File: src/rtl/arb_burst_mux.sv
// Burst mover behind the two-client arbiter: forwards one BURST_LEN-beat burst
// from the granted client to a shared valid/ready sink, with done/abort pulses.
module arb_burst_mux #(
  parameter int DATA_W    = 8,
  parameter int BURST_LEN = 4,
  parameter int TIMEOUT   = 16
) (
  input  logic              clk,
  input  logic              reset,
  input  logic              gnt_0,
  input  logic              gnt_1,
  input  logic              valid_0,
  input  logic [DATA_W-1:0] data_0,
  output logic              take_0,
  input  logic              valid_1,
  input  logic [DATA_W-1:0] data_1,
  output logic              take_1,
  output logic              out_valid,
  output logic [DATA_W-1:0] out_data,
  output logic              out_last,
  output logic              out_src,
  input  logic              out_ready,
  output logic              done_0,
  output logic              done_1,
  output logic              abort
);

  typedef enum logic [1:0] {
    IDLE = 2'd0,
    XFER = 2'd1,
    DONE = 2'd2
  } state_t;

  localparam logic [7:0] LAST_BEAT  = 8'(BURST_LEN - 1);
  localparam logic [7:0] STALL_LIM  = 8'(TIMEOUT - 1);
  localparam bit         TIMEOUT_EN = (TIMEOUT != 0);

  state_t     state, next_state;
  logic       owner, next_owner;
  logic [7:0] beat_cnt, next_beat_cnt;
  logic [7:0] stall_cnt, next_stall_cnt;
  logic       set_done, set_abort;

  logic in_xfer;
  logic owner_gnt;
  logic owner_valid;
  logic beat;

  // Datapath stays combinational so a word moves in the same cycle it is offered.
  always_comb begin
    in_xfer     = (state == XFER);
    owner_gnt   = owner ? gnt_1 : gnt_0;
    owner_valid = owner ? valid_1 : valid_0;
    // Grant loss suppresses the beat, so it wins over both a transfer and the timeout.
    out_valid   = in_xfer & owner_gnt & owner_valid;
    beat        = out_valid & out_ready;
    take_0      = beat & ~owner;
    take_1      = beat & owner;
    out_data    = in_xfer ? (owner ? data_1 : data_0) : '0;
    out_last    = in_xfer && (beat_cnt == LAST_BEAT);
    out_src     = owner;
  end

  // NOTE: every signal gets a default before the case so no path infers a latch.
  always_comb begin
    next_state     = state;
    next_owner     = owner;
    next_beat_cnt  = beat_cnt;
    next_stall_cnt = stall_cnt;
    set_done       = 1'b0;
    set_abort      = 1'b0;
    unique case (state)
      IDLE: begin
        if (gnt_0 || gnt_1) begin
          next_owner     = ~gnt_0;
          next_beat_cnt  = 8'd0;
          next_stall_cnt = 8'd0;
          next_state     = XFER;
        end
      end
      XFER: begin
        if (!owner_gnt) begin
          next_state = IDLE;
          set_abort  = 1'b1;
        end else if (beat) begin
          next_beat_cnt  = beat_cnt + 8'd1;
          next_stall_cnt = 8'd0;
          if (beat_cnt == LAST_BEAT) begin
            next_state = DONE;
            set_done   = 1'b1;
          end
        end else begin
          next_stall_cnt = (stall_cnt == 8'hFF) ? stall_cnt : stall_cnt + 8'd1;
          if (TIMEOUT_EN && (stall_cnt == STALL_LIM)) begin
            next_state = IDLE;
            set_abort  = 1'b1;
          end
        end
      end
      DONE:    next_state = IDLE;
      default: next_state = IDLE;
    endcase
  end

  // NOTE: sequential state uses non-blocking assignments so every register samples pre-edge values.
  always_ff @(posedge clk or posedge reset) begin
    if (reset) begin
      state     <= IDLE;
      owner     <= 1'b0;
      beat_cnt  <= 8'd0;
      stall_cnt <= 8'd0;
      done_0    <= 1'b0;
      done_1    <= 1'b0;
      abort     <= 1'b0;
    end else begin
      state     <= next_state;
      owner     <= next_owner;
      beat_cnt  <= next_beat_cnt;
      stall_cnt <= next_stall_cnt;
      done_0    <= set_done & ~owner;
      done_1    <= set_done & owner;
      abort     <= set_abort;
    end
  end

endmodule

File: config.mk
export PLATFORM = sky130hd
export DESIGN_NAME = arb_burst_mux
export DESIGN_NICKNAME = d
export VERILOG_FILES = /design/src/rtl/arb_burst_mux.sv
export SDC_FILE = /design/constraint.sdc
export NUM_CORES = 1
export LEC_CHECK = 0
export CORE_ASPECT_RATIO = 1.4
export CORE_MARGIN = 2
export CORE_UTILIZATION = 30
export CTS_CLUSTER_SIZE = 14
export DETAILED_ROUTE_END_ITERATION = 7
export GPL_ROUTABILITY_DRIVEN = 0
export GPL_TIMING_DRIVEN = 0
export SYNTH_ARGS = -nofsm -noshare
export SYNTH_HDL_FRONTEND = slang
export SYNTH_SLANG_ARGS = --single-unit
export TNS_END_PERCENT = 20
File: constraint.sdc
create_clock -name clk -period 3.9 [get_ports clk]
set_input_delay 0.39 -clock clk [delete_from_list [all_inputs] [get_ports clk]]
set_output_delay 0.39 -clock clk [all_outputs]
set_load 0.01 [all_outputs]
# Yosys cells after proc, flatten, opt, wreduce, memory -nomap -nowiden
# Cells that the tools add are included.
[word_totals] reg_bits=22 out_inout_bits=16 word_cells=62
[classes] addsub=2 eq_ne=10 muxes=26 bitwise_logic=9 n_reduce_logical=8
[ops] op="8-bit two-way mux" n=8
[ops] op="8-bit case mux with 2 select lines" n=2
[ops] op="8-bit by 1-bit adder with 8-bit output, second input constant" n=2
[ops] op="1-bit two-way mux" n=10
[ops] op="2-bit two-way mux" n=5
[ops] op="8-bit by 2-bit == test with 1-bit output, second input constant" n=1
[ops] op="8-bit by 4-bit == test with 1-bit output, second input constant" n=1
[ops] op="8-bit == test, second input constant" n=1
[ops] op="4-bit AND reduction" n=2
[ops] op="1-bit AND" n=7
[ops] op="2-bit by 1-bit != test with 1-bit output, second input constant" n=2
[ops] op="4-bit by 2-bit != test with 1-bit output, second input constant" n=1
[ops] op="4-bit by 3-bit != test with 1-bit output, second input constant" n=1
[ops] op="2-bit case mux with 2 select lines" n=1
[ops] op="3-bit != test, second input constant" n=1
[ops] op="3-bit AND reduction" n=1
[ops] op="2-bit by 1-bit == test with 1-bit output, second input constant" n=1
[ops] op="2-bit zero test" n=1
[ops] op="2-bit != test, second input constant" n=1
[ops] op="1-bit inverter" n=2
[ops] op="2-bit AND reduction" n=1
[ops] op="2-bit nonzero test" n=1
[ops] op="1-bit logical AND" n=1
[ops] op="1-bit logical OR" n=1

# Depth between registers and ports, before layout
[depth] ltp_word=8 ltp_mapped=6

# Worst setup path before layout
# OpenSTA, ideal clock, no wires.
[synth_timing] path_kind="flip-flop to output port" startpoint="reg owner (netlist: out_src)" endpoint="out take_1" arrival_ns=1.369 t_required_ns=3.510 setup_slack_ns=2.141 path_stages_with_launch=6 path_buffers=2 path_cell_list="dfrtp_1 -> buf_6 -> mux2_4 -> and4_4 -> buf_6 -> and2_1"
[synth_via] elab_chain_cells=5 elab_cells_between_ends=6 classes_between="2 x mux; 4 x bitwise"
[synth_lines] element="from (decl)" line_no="39" source="logic owner, next_owner;"
[synth_lines] element="from (signal assigned)" line_no="117" source="owner <= next_owner;"
[synth_lines] element="1-bit two-way mux" line_no="52" source="owner_gnt = owner ? gnt_1 : gnt_0;"
[synth_lines] element="1-bit AND (2 in a row)" line_no="55" source="out_valid = in_xfer & owner_gnt & owner_valid;"
[synth_lines] element="1-bit AND" line_no="56" source="beat = out_valid & out_ready;"
[synth_lines] element="1-bit AND *" line_no="58" source="take_1 = beat & owner;"
[synth_lines] element="to (decl)" line_no="17" source="output logic take_1,"
# Mark *: on every way between the ends. The rest lies on a longest branch, timed or not.

# Worst setup path after layout
[layout_timing] startpoint="in gnt_0" endpoint="out take_0"
[layout_via] elab_chain_cells=5
[layout_lines] element="from (decl)" line_no="10" source="input logic gnt_0,"
[layout_lines] element="1-bit two-way mux" line_no="52"
[layout_lines] element="1-bit AND (2 in a row)" line_no="55"
[layout_lines] element="1-bit AND" line_no="56"
[layout_lines] element="1-bit AND" line_no="57" source="take_0 = beat & ~owner;"
[layout_lines] element="to (decl)" line_no="14" source="output logic take_0,"
# No other way between the ends.

==> flow_metrics.env <==
export IMPL_clock_skew_ns=0.004577
export IMPL_r2r_start="out_src"
export IMPL_ys_seq_elements=22
export IMPL_synth_ff_type="dfrtp_1"
export IMPL_end_kind="primary output"
export IMPL_leakage_nw=0.7892
export IMPL_cts_tree="done"
export IMPL_max_freq_mhz=386.6
export IMPL_tns_ns=0
export IMPL_cts_resized=0
export IMPL_port_buffers=38
export IMPL_worst_r2r_endpoint="stall_cnt[6]"
export IMPL_critPathLaunchType="input port"
export IMPL_syn_area_per_cell_sq_um=9.220
export IMPL_status="finished, final reports clean"
export IMPL_worstHoldEndpoint="beat_cnt[2]"
export IMPL_setup_slack_ns=1.313
export IMPL_ys_seq_area_share_pct=40.07
export IMPL_wl_microns=3452
export IMPL_insertion_delay_ns=0.26
export IMPL_synth_top_area_share_pct=40.07
export IMPL_grt_overflow=0
export IMPL_vias_per_cell=5.083
export IMPL_r2r_cells=5
export IMPL_async_flop_share_pct=100.0
export IMPL_grt_use_total_pct=14.51
export IMPL_crit_type="in2out"
export IMPL_max_stage_delay_ns=0.54
export IMPL_rows=29
export IMPL_powerDensity_mw_per_mm2=525.5
export IMPL_hold_class="reg2reg"
export IMPL_grt_pass1_vias=1287
export IMPL_clk_pin_slew_ns=0.08
export IMPL_die_w_microns=61.19
export IMPL_cts_buffers=3
export IMPL_clock_root_buffer="clkbuf_8"
export IMPL_setup_viol=0
export IMPL_yosys_top_cells_area="dfrtp_1, mux2i_1, nor2_1"
export IMPL_post_cts_buffers=0
export IMPL_grt_max_degree=23
export IMPL_num_antenna_cells=0
export IMPL_crit_slowest_cell="clkdlybuf4s50_1"
export IMPL_vias=1286
export IMPL_synth_edf_count=0
export IMPL_synth_top_cell_by_area="dfrtp_1"
export IMPL_post_route_drc_count=0
export IMPL_fin_area_sq_mm=0.001887
export IMPL_worstHoldStart="beat_cnt[2]"
export IMPL_yosysMostFrequentCell="dfrtp_1"
export IMPL_hold_violations=0
export IMPL_synth_area_sq_mm=0.001374
export IMPL_drtIter0Drc=52
export IMPL_area_delta_synth_final_pct=37.34
export IMPL_fin_nets=217
export IMPL_whs_path_depth=1
export IMPL_drt_pass1_iter_count=4
export IMPL_dpl_cell_area_sq_mm=0.001832
export IMPL_syn_num_nets=174
export IMPL_hpwl_microns=2640
export IMPL_r2r_setup_slack_ns=2.08
export IMPL_ant_nets=0
export IMPL_dieArea_sq_mm=0.005144
export IMPL_worst_pin_slew_ns=0.8974
export IMPL_cap_viol_max_count=0
export IMPL_slew_violations=0
export IMPL_synth_warnings=0
export IMPL_fin_crit_sh_pct=66.33
export IMPL_die_h_microns=84.07
export IMPL_start_util_pct=30.78
export IMPL_fillers=453
export IMPL_yosys_top_cells_count="dfrtp_1, nor2_1, mux2i_1, nand2_1, nand3_1"
export IMPL_rsz0062_at_grt="false"
export IMPL_relSlewSlack_pct=40.11
export IMPL_synth_cells=149
export IMPL_ir_drop_uv=271.1
export IMPL_cts_hold_buf=0
export IMPL_crit_path_max_fanout=10
export IMPL_cp_required_ns=3.51
export IMPL_period_needed_ns=2.587
export IMPL_place_ws_ns=1.314
export IMPL_arrival_ns=2.20
export IMPL_htree_num_levels=1
export IMPL_core_area_sq_mm=0.004463
export IMPL_yosysUniqueCellTypes=37
export IMPL_wire_per_inst_microns=13.64
export IMPL_drive_gt1_share_pct=7.330
export IMPL_path_cells="clkdlybuf4s50_1 -> mux2_4 -> nand4_1 -> buf_2 -> nor2_1 -> clkdlybuf4s50_1"
export IMPL_worst_path_most_repeated_cell="clkdlybuf4s50_1"
export IMPL_cts_sinks=22
export IMPL_io_pins=39
export IMPL_antenna_found_initial=0
export IMPL_clk_path_buf_depth=2
export IMPL_grt_pass1_wl_microns=5796
export IMPL_total_power_w=0.0009916
-- flip-flops by register name, summed over array words and instances (netlist names) --
signal / count
out_src: 1
abort: 1
state: 2
done_0: 1
stall_cnt: 8
beat_cnt: 8
done_1: 1
-- layout by cell type, fill, tap and decap left out, types with 2 or more instances in the layout --
cell / instances
nand3_1: 10
and3_1: 8
and2_1: 3
ha_1: 2
clkdlybuf4s50_1: 38
inv_1: 9
nor2_1: 15
nand2_1: 11
a2bb2oi_1: 2
o21ai_0: 6
nand4_1: 5
clkbuf_1: 3
nor3_1: 3
mux2_4: 3
clkbuf_8: 4
or3_1: 2
a21oi_1: 4
nor4_1: 2
buf_6: 2
o211ai_1: 5
nand3b_1: 2
dfrtp_1: 22
mux2i_1: 14
-- cell type report --
cell class / count / area [sq um] / area share [%]
multi-input combinational: 112 / 750.7 / 39.79
sequential: 22 / 550.5 / 29.18
timing repair buffer: 38 / 380.4 / 20.16
tap: 62 / 77.57 / 4.111
clock buffer: 4 / 55.05 / 2.918
buffer: 6 / 38.79 / 2.056
inverter: 9 / 33.78 / 1.790
-- stage by stage --
stage	std cells	hold WS, ns	util [%]
after floorplan	149	0.3792	-
after global placement	249	0.5207	41.04
after detailed placement	249	0.5265	41.04
after CTS	253	0.5402	42.28
after global routing	253	0.5647	42.28
final	253	0.5379	42.28
-- cells by family (layout without fill, tap and decap cells) --
kind of cell / Yosys count / count (layout) / synth area share, %
simple gates: 65 / 65 / 24.41
compound gates: 28 / 28 / 14.94
flops: 22 / 22 / 40.07
mux: 17 / 17 / 13.48
buf+inv: 15 / 57 / 5.282
fa+ha+maj: 2 / 2 / 1.821
-- worst max-delay path: cells and delay by family --
kind | cells | cell delay [ns]
muxes | 1 | 0.20
buffers and inverters | 3 | 1.32
and+or+nand+nor | 2 | 0.29
-- power breakdown --
group          internal, W  switching [W]  total, W
clock            0.0000901      0.0000768  0.000167
sequential        0.000271      0.0000399  0.000311
combinational     0.000243       0.000271  0.000514
-- how the worst max path moves through the flow --
stage | startpoint | endpoint | slack, ns | depth (start not counted)
after floorplan | out_src | take_1 | 2.14 | 5
after global placement | gnt_0 | take_0 | 1.32 | 6
after detailed placement | gnt_0 | take_0 | 1.31 | 6
after CTS | gnt_0 | take_0 | 1.31 | 6
after global routing | state[1] | take_0 | 1.16 | 5
final | gnt_0 | take_0 | 1.31 | 6
-- metal layers --
metal	part of all wire, %	GRT usage [%]
met5	0	0
met4	1.6	5.929
met3	1.6	2.326
met2	55	24.95
met1	42	17.04
(Power assumes the default switching activity.)
